**config.mk**
```make
export PLATFORM = sky130hd
export DESIGN_NAME = uart_rx_frame_sampler
export DESIGN_NICKNAME = d
export VERILOG_FILES = /design/src/rtl/uart_rx_frame_sampler.sv
export SDC_FILE = /design/constraint.sdc
export NUM_CORES = 1
export LEC_CHECK = 0
export ABC_AREA = 1
export BUFFER_PORTS_ARGS = -buffer_cell sky130_fd_sc_hd__buf_2
export CORE_AREA = 2 2 104 106
export CTS_BUF_LIST = sky130_fd_sc_hd__clkbuf_4
export DETAILED_ROUTE_END_ITERATION = 16
export DIE_AREA = 0 0 106 108
export GPL_TIMING_DRIVEN = 1
export PLACE_DENSITY_LB_ADDON = 0.25
export SLEW_MARGIN = 20
export SYNTH_ARGS = -nofsm -noshare
export SYNTH_HDL_FRONTEND = slang
export SYNTH_SLANG_ARGS = --single-unit
```
**constraint.sdc**
```tcl
create_clock -name clk_i -period 3.97 [get_ports clk_i]
set_input_delay 0.1985 -clock clk_i [delete_from_list [all_inputs] [get_ports clk_i]]
set_output_delay 0.1985 -clock clk_i [all_outputs]
set_load 0.05 [all_outputs]
```
**src/rtl/uart_rx_frame_sampler.sv**
```systemverilog
// UART receive engine: synchronised RX line, mid-bit start qualification and
// centre sampling of 5..MAX_DATA_BITS data bits, optional parity, 1 or 2 stop bits.
module uart_rx_frame_sampler #(
  parameter int MAX_DATA_BITS = 9,
  parameter int CD_W          = 13,
  parameter int SYNC_STAGES   = 2,
  parameter int MIN_CD        = 4
) (
  input  logic                     clk_i,
  input  logic                     rst_ni,
  input  logic                     rxd_i,
  input  logic                     rx_en_i,
  input  logic [CD_W-1:0]          cd_i,
  input  logic [3:0]               data_bits_i,
  input  logic                     parity_en_i,
  input  logic                     parity_odd_i,
  input  logic                     stop2_i,
  input  logic                     fifo_full_i,
  output logic                     fifo_wr_o,
  output logic [MAX_DATA_BITS-1:0] data_o,
  output logic                     parity_err_o,
  output logic                     frame_err_o,
  output logic                     break_o,
  output logic                     overrun_o,
  output logic                     busy_o
);

  localparam int IDX_W = $clog2(MAX_DATA_BITS);

  typedef enum logic [2:0] {
    IDLE,
    START,
    DATA,
    PARITY,
    STOP1,
    STOP2
  } state_t;

  state_t                   state;
  logic [SYNC_STAGES-1:0]   sync;
  logic                     rxs;
  logic                     rxs_prev;
  logic                     fall;
  logic                     en_prev;
  logic [CD_W-1:0]          cd_eff;
  logic [3:0]               nbits_eff;
  logic [CD_W-1:0]          cd_lat;
  logic [3:0]               nbits;
  logic                     par_en;
  logic                     par_odd;
  logic                     two_stop;
  logic [CD_W-1:0]          cnt;
  logic                     tick;
  logic [3:0]               bit_idx;
  logic [MAX_DATA_BITS-1:0] shreg;
  logic                     par_acc;
  logic                     perr;
  logic                     ferr;
  logic                     seen_one;

  assign rxs  = sync[SYNC_STAGES-1];
  // rxs_prev only reads high once the line has been seen idle, so a line
  // held low after a break cannot produce a new start edge.
  assign fall = rxs_prev & ~rxs;
  assign tick = (cnt == CD_W'(1));
  assign busy_o = (state != IDLE);

  always_comb begin
    cd_eff = (cd_i < CD_W'(MIN_CD)) ? CD_W'(MIN_CD) : cd_i;
    nbits_eff = data_bits_i;
    if (data_bits_i < 4'd5) nbits_eff = 4'd5;
    else if (data_bits_i > 4'(MAX_DATA_BITS)) nbits_eff = 4'(MAX_DATA_BITS);
  end

  always_ff @(posedge clk_i or negedge rst_ni) begin
    if (!rst_ni) begin
      state        <= IDLE;
      sync         <= '1;
      rxs_prev     <= 1'b1;
      en_prev      <= 1'b0;
      cd_lat       <= '0;
      nbits        <= '0;
      par_en       <= 1'b0;
      par_odd      <= 1'b0;
      two_stop     <= 1'b0;
      cnt          <= '0;
      bit_idx      <= '0;
      shreg        <= '0;
      par_acc      <= 1'b0;
      perr         <= 1'b0;
      ferr         <= 1'b0;
      seen_one     <= 1'b0;
      fifo_wr_o    <= 1'b0;
      data_o       <= '0;
      parity_err_o <= 1'b0;
      frame_err_o  <= 1'b0;
      break_o      <= 1'b0;
      overrun_o    <= 1'b0;
    end else begin
      sync      <= {sync[SYNC_STAGES-2:0], rxd_i};
      rxs_prev  <= rxs;
      en_prev   <= rx_en_i;
      fifo_wr_o <= 1'b0;

      if (fifo_wr_o && fifo_full_i) overrun_o <= 1'b1;
      if (en_prev && !rx_en_i) overrun_o <= 1'b0;

      if (!rx_en_i) begin
        state <= IDLE;
      end else begin
        case (state)
          IDLE: begin
            if (fall) begin
              cd_lat   <= cd_eff;
              nbits    <= nbits_eff;
              par_en   <= parity_en_i;
              par_odd  <= parity_odd_i;
              two_stop <= stop2_i;
              cnt      <= cd_eff >> 1;
              state    <= START;
            end
          end
          START: begin
            if (!tick) begin
              cnt <= cnt - CD_W'(1);
            end else if (rxs) begin
              state <= IDLE;
            end else begin
              cnt      <= cd_lat;
              bit_idx  <= '0;
              shreg    <= '0;
              par_acc  <= 1'b0;
              perr     <= 1'b0;
              ferr     <= 1'b0;
              seen_one <= 1'b0;
              state    <= DATA;
            end
          end
          DATA: begin
            if (!tick) begin
              cnt <= cnt - CD_W'(1);
            end else begin
              cnt                      <= cd_lat;
              shreg[bit_idx[IDX_W-1:0]] <= rxs;
              par_acc                  <= par_acc ^ rxs;
              seen_one                 <= seen_one | rxs;
              if (bit_idx == nbits - 4'd1) state <= par_en ? PARITY : STOP1;
              else bit_idx <= bit_idx + 4'd1;
            end
          end
          PARITY: begin
            if (!tick) begin
              cnt <= cnt - CD_W'(1);
            end else begin
              cnt      <= cd_lat;
              perr     <= (rxs != (par_acc ^ par_odd));
              seen_one <= seen_one | rxs;
              state    <= STOP1;
            end
          end
          STOP1, STOP2: begin
            if (!tick) begin
              cnt <= cnt - CD_W'(1);
            end else if (state == STOP1 && two_stop) begin
              cnt      <= cd_lat;
              ferr     <= ~rxs;
              seen_one <= seen_one | rxs;
              state    <= STOP2;
            end else begin
              // Final stop sample: publish the frame and be idle next cycle.
              fifo_wr_o    <= 1'b1;
              data_o       <= shreg;
              parity_err_o <= perr;
              frame_err_o  <= ferr | ~rxs;
              break_o      <= ~(seen_one | rxs);
              state        <= IDLE;
            end
          end
          default: state <= IDLE;
        endcase
      end
    end
  end

endmodule
```
### After elaboration in Yosys (flattened, before gate mapping)

Index checks and enable logic that the tools add are counted.

| storage, ports and cells | value |
|---|---|
| register bits | 71 |
| input bits | 25 |
| output and inout port bits | 15 |
| logic and storage cells | 139 |

| cells by class | value |
|---|---|
| $add $sub $neg | 3 |
| order comparisons | 5 |
| equal/unequal tests | 25 |
| muxes and demuxes | 52 |
| bitwise operators | 8 |
| reductions and logical operators | 24 |

Operator list:

| operator | count |
|---|---|
| $mux 13 | 7 |
| $pmux 13 s4 | 1 |
| $mux 3 | 9 |
| $mux 9 | 3 |
| $mux 4 | 6 |
| $ne 3x3->1 const B | 8 |
| $pmux 9 s2 | 1 |
| $reduce_and 6->1 | 3 |
| $mux 1 | 16 |
| $ne 2x2->1 const B | 8 |
| $pmux 3 s5 | 1 |
| $reduce_and 5->1 | 3 |
| $eq 13x1->1 const B | 1 |
| $lt 13x3->1 const B | 1 |
| $sub 13x1->13 const B | 1 |
| $bwmux 9 | 1 |
| $pmux 4 s2 | 1 |
| $reduce_bool 2->1 | 4 |
| $reduce_and 7->1 | 1 |
| $eq 3x2->1 const B | 2 |
| $eq 3x3->1 const B | 2 |
| $pmux 1 s2 | 3 |
| $reduce_bool 3->1 | 2 |
| $lt 4x5->1 const B | 1 |
| other kinds (23) | 31 |

### Logic depth before layout (Yosys ltp)

Gate-level depths: netlist (run 1).

| logic depth | value |
|---|---|
| word-level depth | 7 |
| gate-level depth with buffers | 13 |
| depth with buffers taken out | 13 |

### Least setup slack after synthesis (run 1)

Ideal clock, no wire load.

| timing | value |
|---|---|
| kind | flip-flop to flip-flop |
| from | register state[1] |
| to | register cd_lat[10] |
| library setup time | 0.117 ns |
| data arrival time | 1.784 ns |
| slack | 2.069 ns |
| stages on the path, launching flop included | 8 |
| buffers on the path | 1 |
| path through | dfrtp_1 > inv_2 > nand3_1 > nor3_4 > inv_2 > clkbuf_1 > nand2_1 > nand2_1 |

| between the ends | value |
|---|---|
| word-level cells in the longest chain between the ends | 2 |

RTL lines:

| item | line | source |
|---|---|---|
| start: declaration | 39 | `state_t state;` |
| start signal: assignment | 147 | `if (bit_idx == nbits - 4'd1) state <= par_en ? PARITY : STOP1;` |
| $logic_not 3->1 | 111 | `case (state)` |
| $reduce_and 3->1 (no line) | n/a |  |
| end signal: assignment | 81 | `cd_lat <= '0;` |
| end signal: assignment | 114 | `cd_lat <= cd_eff;` |
| end: declaration | 47 | `logic [CD_W-1:0] cd_lat;` |

Every way passes these cells.
A chain may end at the register's enable or synchronous reset.

### Worst setup path after layout (run 1)

| timing | value |
|---|---|
| from | register cnt[1] |
| to | register shreg[3] |

| between the ends | value |
|---|---|
| word-level cells in the longest chain between the ends | 3 |

RTL lines:

| item | line | source |
|---|---|---|
| start: declaration | 52 | `logic [CD_W-1:0] cnt;` |
| start signal: assignment | 119 | `cnt <= cd_eff >> 1;` |
| start signal: assignment | 125 | `cnt <= cnt - CD_W'(1);` |
| start signal: assignment | 129 | `cnt <= cd_lat;` |
| $eq 13x1->1 (*) | 65 | `assign tick = (cnt == CD_W'(1));` |
| $ne 2x2->1 (no line) | n/a |  |
| $reduce_and 5->1 (no line) (*) | n/a |  |
| end signal: indexed assignment | 144 | `shreg[bit_idx[IDX_W-1:0]] <= rxs;` |
| end: declaration | 55 | `logic [MAX_DATA_BITS-1:0] shreg;` |

Every way passes the cells marked *; elsewhere a longest branch is shown, timed or not.

==> impl_metrics.csv, run 1 <==
group,metric,value,unit
layout,fillers,1036,
layout,num_antenna_cells,0,
worst_hold_path,hp-class,"input port to register",
floorplanning,rows,37,
global_routing,overflow,0,
synth,yosysTopAreaCell,"dfrtp_1",
synth,synth_most_common_cell,"nand2_1",
timing,worst_pin_slew,0.937,ns
layout,final_layout_size_suffix_gt1_frac,0.141,
routing,ant_nets,0,
global_routing,grtUsageTotal,0.180,
routing,wirelength,9600,um
floorplanning,core-area,10200,um^2
synth,synth.top_cell.area_share,0.420,
layout,seqCellArea,1780,um^2
timing,worst_hold_slack,0.0113,ns
clock_network,clk_pin_slew,0.14,ns
synth,syn_nets,605,
power,vdd_ir_drop_max,0.261,mV
clock_network,insertion_delay,0.45,ns
timing,hold_violations,0,
synth,synthArstFlopShare,1.00,
power,power_frac_comb,0.415,
global_routing,grt_max_degree,50,
synth,ys_seq_elements,71,
power,power.share.clock,0.180,
clock_network,numCtsBuffers,9,
setup_path,r2r_cells,9,
timing,slew_violations,0,
power,p_seq_frac,0.405,
global_routing,first_global_vias,3437,
synth,synth_cells,573,
global_routing,antenna_found_initial,0,
floorplanning,die_x,106,um
global_routing,grt_pass1_wl,16400,um
floorplanning,ios,40,
place,place_congestion,0.885,
synth,netlist_area,4050,um^2
timing,max_freq,455,MHz
power,power_density,546,nW/um^2
layout,nets,658,
layout,multi_input_area,1960,um^2
setup_path,cp.arrival,2.54,ns
floorplanning,dieArea,11400,um^2
outcome,outcome,"finished, final reports clean",
floorplanning,die_y,108,um
timing,layout_setup_ws,1.77,ns
synth,synth_cell_type_count,33,
timing,fin_tns_setup,0,ns
layout,finish.utilization,0.452,
timing,finalClockSkew,0.0215,ns
setup_path,crit_fanout,21,
floorplanning,start_util,0.396,
synth,synth.avg_cell_area,7.07,um^2
routing,wl_per_cell,12.5,um
place,hpwl,7080,um
routing,vias_per_cell,4.89,
clock_network,ctsHtreeMaxLevel,3,
synth,synthTopCellsByArea,"dfrtp_1 (42%), nand2_1 (23%), nand3_1 (5.2%)",
setup_path,endpoint_kind,"register",
clock_network,root_buffer,"clkbuf_4",
synth,synth_edf_count,0,
timing,rsz0062_at_grt,"false",
place,io_buffers,39,
routing,drc_errors,0,
clock_network,cts-resized-gates,0,
setup_path,critPathKind,"register to register",
routing,drt_iter0_drc,221,
power,power.share.switching,0.459,
layout,synthToLayoutAreaGrowth,14.0,%
synth,synthTopCellsByCount,"nand2_1 (243), dfrtp_1 (68), nor2_1 (48)",
clock_network,clockBufferDepth,2,
setup_path,required,4.31,ns
setup_path,critPathLaunchType,"register",
timing,min_period,2.20,ns
timing,setup_viol,0,
power,p_leak,2.50,nW
timing,slew_headroom,0.373,
worst_hold_path,hold_path_depth,3,
synth,synth_flop_cell,"dfrtp_1",
place,pre_cts_ws,1.81,ns
timing,period_share,0.554,
clock_network,cts_tree,"done",
power,p_sw,1.16,mW
routing,vias,3753,
clock_network,cts_sinks,71,
synth,synth_warnings,0,
run,drv_cap,0,
routing,first_pass_iters,5,
synth,ys_seq_area_frac,0.439,
power,p_int,1.37,mW
-- final timing paths --
check	from	end	slack, ns
worst max-delay path	cnt[1]	shreg[3]	1.77
worst min register to register	sync[0]	sync[1]	0.37
worst max register to register	cnt[1]	shreg[3]	1.77
worst min-delay path	data_bits_i[3]	nbits[3]	0.01
min in group asynchronous	rst_ni	data_o[2]	0.31
max in group asynchronous	rst_ni	rxs_prev	2.84
-- cell type report --
class                           count  share of cell area
Multi-Input combinational cell    430               0.424
Clock inverter                      7              0.0133
Sequential cell                    71               0.385
Tap cell                          136              0.0368
Clock buffer                        9              0.0146
Timing Repair Buffer               56              0.0790
Inverter                           58              0.0471
-- placed cells by master, fill, tap and decap left out, types with 2 or more instances in the layout --
cell type and n:
a21oi_1 7, buf_2 38, buf_4 2, clkbuf_4 9
clkinv_1 2, clkinvlp_4 2, dfrtp_1 68, dfstp_2 3
dlygate4sd3_1 16, ha_1 7, inv_1 46, inv_2 10
inv_6 3, nand2_1 243, nand2_2 4, nand3_1 42
nand4_1 6, nor2_1 48, nor2_2 6, nor2_4 3
nor3_1 6, nor3_4 2, o21a_1 2, o21ai_0 33
o21ai_1 5, o21ai_2 2, xnor2_1 3, xor2_1 4
-- registers in the layout, summed over array words and instances, names as in the netlist --
signal,count
bit_idx,4
break_o,1
cd_lat,13
cnt,13
data_o,9
en_prev,1
ferr,1
fifo_wr_o,1
frame_err_o,1
nbits,4
overrun_o,1
par_acc,1
par_en,1
par_odd,1
parity_err_o,1
perr,1
rxs_prev,1
seen_one,1
shreg,9
state,3
sync,2
two_stop,1
-- layer usage --
layer | share of wire | global-route usage | vias up
met3 | 0.042 | 0.0265 | 17
met4 | 0.017 | 0.0677 | 0
met5 | 0 | 0 | -
li1 | - | - | 1900
met2 | 0.45 | 0.288 | 106
met1 | 0.49 | 0.249 | 1730
-- critical path: stages, from the launching register on --
cell and delay [ns]:
dfrtp_1 0.42, inv_1 0.08, ha_1 0.16, nand2_1 0.07
nor2_2 0.18, nand2_2 0.29, nor3_4 0.57, o21ai_0 0.18
nand2_1 0.09, nand2_1 0.05
-- logic make-up (layout without fill, tap and decap cells) --
kind of cell / count (synthesis) / after routing / synth area share
and+or+nand+nor: 363 / 363 / 0.375
DFF: 71 / 71 / 0.439
AOI/OAI and AO/OA: 53 / 53 / 0.0713
adders and majority gates: 7 / 7 / 0.0216
buffers and inverters: 72 / 130 / 0.0772
xor gates and xnor gates: 7 / 7 / 0.0151
-- per-stage QoR --
step,power [mW],std cells,area [um^2]
5_1_grt,2.74,767,4620
3_5_place_dp,2.06,735,4330
3_3_place_gp,2.05,735,4330
2_1_floorplan,1.82,573,4050
6_report,2.53,767,4620
4_1_cts,2.53,767,4620
-- what timing repair did --
action | 4_1_cts | 5_1_grt
endpoints found under the hold margin | 36 | 0
hold buffers | 16 | 0
setup buffers | 0 | 0
-- power by group through the flow --
stage,sequential [mW],clock [mW],combinational (mW)
global route,1.04,0.496,1.20
detailed placement,1.04,0,1.03
global placement,1.03,0,1.01
CTS,1.02,0.465,1.04
finish,1.02,0.455,1.05
floorplan,0.995,0,0.822
Note: power is estimated with default switching activity, not from simulation.
==> run 2: changes to the inputs <==
- ABC_AREA: 1 -> 0
- CORE_AREA: 2 2 104 106 -> 2 2 101 103
- DIE_AREA: 0 0 106 108 -> 0 0 103 105
- clock period: 3.97 -> 2 ns (I/O delays scaled with it)
==> run 2 against run 1 <==
  * Synthesized cell count is 31% lower
  * Largest power group is now sequential cells
  * The run now ends with negative setup slack left
  * Hold slack better by 0.0025 ns
  * Total power is 68% higher
  * Sequential share of layout area is 4.7 points lower
  * Clock power is 100% higher
  * Critical path depth is 2 lower
  * Die area is 5.5% lower
==> impl_metrics.csv, run 2 <==
group,metric,value,unit
clock_network,ctsHtreeMaxLevel,3,
timing,layout_setup_ws,-0.214,ns
timing,slew_headroom,0.637,
synth,synthTopCellsByCount,"dfrtp_1 (68), nand2_1 (42), o21ai_0 (35)",
clock_network,root_buffer,"clkbuf_4",
synth,synth_edf_count,0,
routing,drc_errors,0,
timing,fin_tns_setup,-3.67,ns
layout,final_layout_size_suffix_gt1_frac,0.363,
routing,first_pass_iters,4,
synth,synth_compound_area_frac,0.177,
setup_path,slowest_delay,0.52,ns
floorplanning,rows,36,
synth,synth_top_family_by_area,"simple AND/OR/NAND/NOR gates",
timing,max_freq,452,MHz
synth,netlist_area,3840,um^2
synth,synth.top_cell.area_share,0.443,
worst_hold_path,hp-class,"input port to register",
synth,synth_cell_type_count,59,
routing,drt_iter0_drc,139,
clock_network,cts_tree,"done",
layout,finish.utilization,0.547,
outcome,violations,"negative setup slack",
global_routing,grt_max_degree,35,
setup_path,critPathKind,"register to register",
clock_network,insertion_delay,0.47,ns
place,placedInstanceArea,4600,um^2
setup_path,r2r_start,"cnt[1]",
clock_network,cts_sinks,71,
floorplanning,die_x,103,um
setup_path,crit_path_end,"bit_idx[3]",
global_routing,antenna_found_initial,0,
routing,wirelength,10200,um
timing,worst_pin_slew,0.539,ns
clock_network,clockBufferDepth,2,
synth,ys_seq_elements,71,
setup_path,critPathLaunchType,"register",
global_routing,grtUsageTotal,0.205,
timing,period_share,1.11,
layout,largestRegisters,"cd_lat x13, cnt x13",
routing,wl_per_cell,15.7,um
synth,synth_warnings,0,
layout,nets,548,
synth,syn_nets,427,
power,p_leak,2.37,nW
floorplanning,die_y,105,um
setup_path,crit_fanout,5,
timing,setup_viol,40,
layout,final_common_cell,"dfrtp_1",
synth,synth_flop_cell,"dfrtp_1",
power,vdd_ir_drop_max,0.359,mV
setup_path,r2r_slack,-0.21,ns
clock_network,clk_pin_slew,0.14,ns
clock_network,numCtsBuffers,9,
timing,finalClockSkew,0.0183,ns
floorplanning,core-area,9640,um^2
place,place_congestion,0.886,
timing,hold_violations,0,
setup_path,startpoint,"cnt[1]",
synth,ys_seq_area_frac,0.464,
routing,vias_per_cell,5.45,
synth,synth-simple-area-share,0.186,
synth,synth.avg_cell_area,9.72,um^2
setup_path,slowest_stage,"or4b_4",
outcome,outcome,"finished with violations",
timing,slew_violations,0,
synth,yosysTopAreaCell,"dfrtp_1",
synth,synth_most_common_cell,"dfrtp_1",
floorplanning,ios,40,
setup_path,cp.arrival,2.63,ns
global_routing,grt_pass1_wl,17200,um
layout,synthToLayoutAreaGrowth,37.4,%
routing,ant_nets,0,
global_routing,overflow,0,
setup_path,required,2.42,ns
layout,instances_no_fill,654,
place,hpwl,7070,um
floorplanning,start_util,0.398,
layout,num_antenna_cells,0,
run,drv_cap,0,
layout,stdcell_area,5270,um^2
floorplanning,dieArea,10800,um^2
timing,min_period,2.21,ns
global_routing,first_global_vias,3528,
synth,synth_cells,395,
synth,synthTopCellsByArea,"dfrtp_1 (44%), mux2_2 (7.0%), o21ai_0 (4.6%)",
setup_path,endpoint_kind,"register",
power,power_density,804,nW/um^2
layout,final_cell_mix,"dfrtp_1 (67), buf_4 (58), nand2_1 (40)",
place,dp_cells,602,
place,io_buffers,39,
setup_path,rr_endpoint,"bit_idx[3]",
timing,rsz0062_at_grt,"true",
synth,synthArstFlopShare,1.00,
routing,vias,3565,
setup_path,timing.critical_path.cells,"inv_2, ha_4, or4b_4, nor4_4, nand4_1, or4b_1, nand2_1",
synth,yosys.area_share.adder,0.0228,
synth,synthXorXnorAreaFrac,0.0205,
setup_path,r2r_cells,7,
synth,muxShareOfSynthArea,0.0887,
## run 2: kinds of logic after synthesis
family | count (synthesis)
AOI/OAI and AO/OA | 106
xor gates and xnor gates | 9
DFF | 71
and+or+nand+nor | 133
adders and majority gates | 7
muxes | 31
buffers and inverters | 38
## run 2: stage by stage
step	power, mW	hold slack (ns)	setup slack, ns
finish	4.24	0.0138	-0.214
global route	4.52	0.0467	-0.295
CTS	4.22	0.00306	-0.159
detailed placement	3.16	0.0387	-0.234
global placement	3.13	0.0348	-0.156
floorplan	2.65	-0.196	-0.229
## run 2: area by class of cell
class	instances	area [um^2]
Clock inverter	7	61.3
Timing Repair Buffer	131	1040
Clock buffer	9	67.6
Fill cell	870	4370
Multi-Input combinational cell	286	2090
Inverter	17	63.8
Sequential cell	71	1780
Tap cell	133	166
## run 2: metal layers
layer,up-vias,part of all wire,track usage
met4,0,0.018,0.0808
met1,1737,0.44,0.264
met3,22,0.059,0.0542
met2,102,0.48,0.324
li1,1704,-,-
met5,-,0,0
## run 2: worst min-delay path by stage
stage / from / end / slack (ns) / cells past startpoint
after floorplan: rst_ni / bit_idx[0] / -0.20 / 0
after global placement: rst_ni / data_o[6] / 0.03 / 1
after detailed placement: rst_ni / data_o[6] / 0.04 / 1
after CTS: data_bits_i[2] / nbits[0] / 0.003 / 5
after global routing: data_bits_i[2] / nbits[0] / 0.05 / 4
final: data_bits_i[2] / nbits[0] / 0.01 / 5
## run 2: power breakdown
| part | switching (mW) | internal (mW) | leakage (nW) |
|---|---|---|---|
| registers | 0.169 | 1.65 | 0.889 |
| logic | 0.753 | 0.756 | 1.42 |
| clock network | 0.628 | 0.280 | 0.0659 |
| total | 1.55 | 2.69 | 2.37 |
## run 2: critical path, delay by kind of cell, from the launching register on
kind | cells | cell delay (ns)
fa+ha+maj | 1 | 0.12
buf+inv | 1 | 0.08
flops | 1 | 0.41
simple gates | 5 | 1.55
## run 2: repair_timing
| item | 4_1_cts | 5_1_grt |
|---|---|---|
| setup buffers | 10 | 0 |
| endpoints found under the hold margin | 100 | 0 |
| setup endpoints to repair | 38 | 57 |
| gates cloned | 2 | 1 |
| pin swaps | 18 | 7 |
| gates resized for setup | 38 | 14 |
| hold buffers | 24 | 0 |
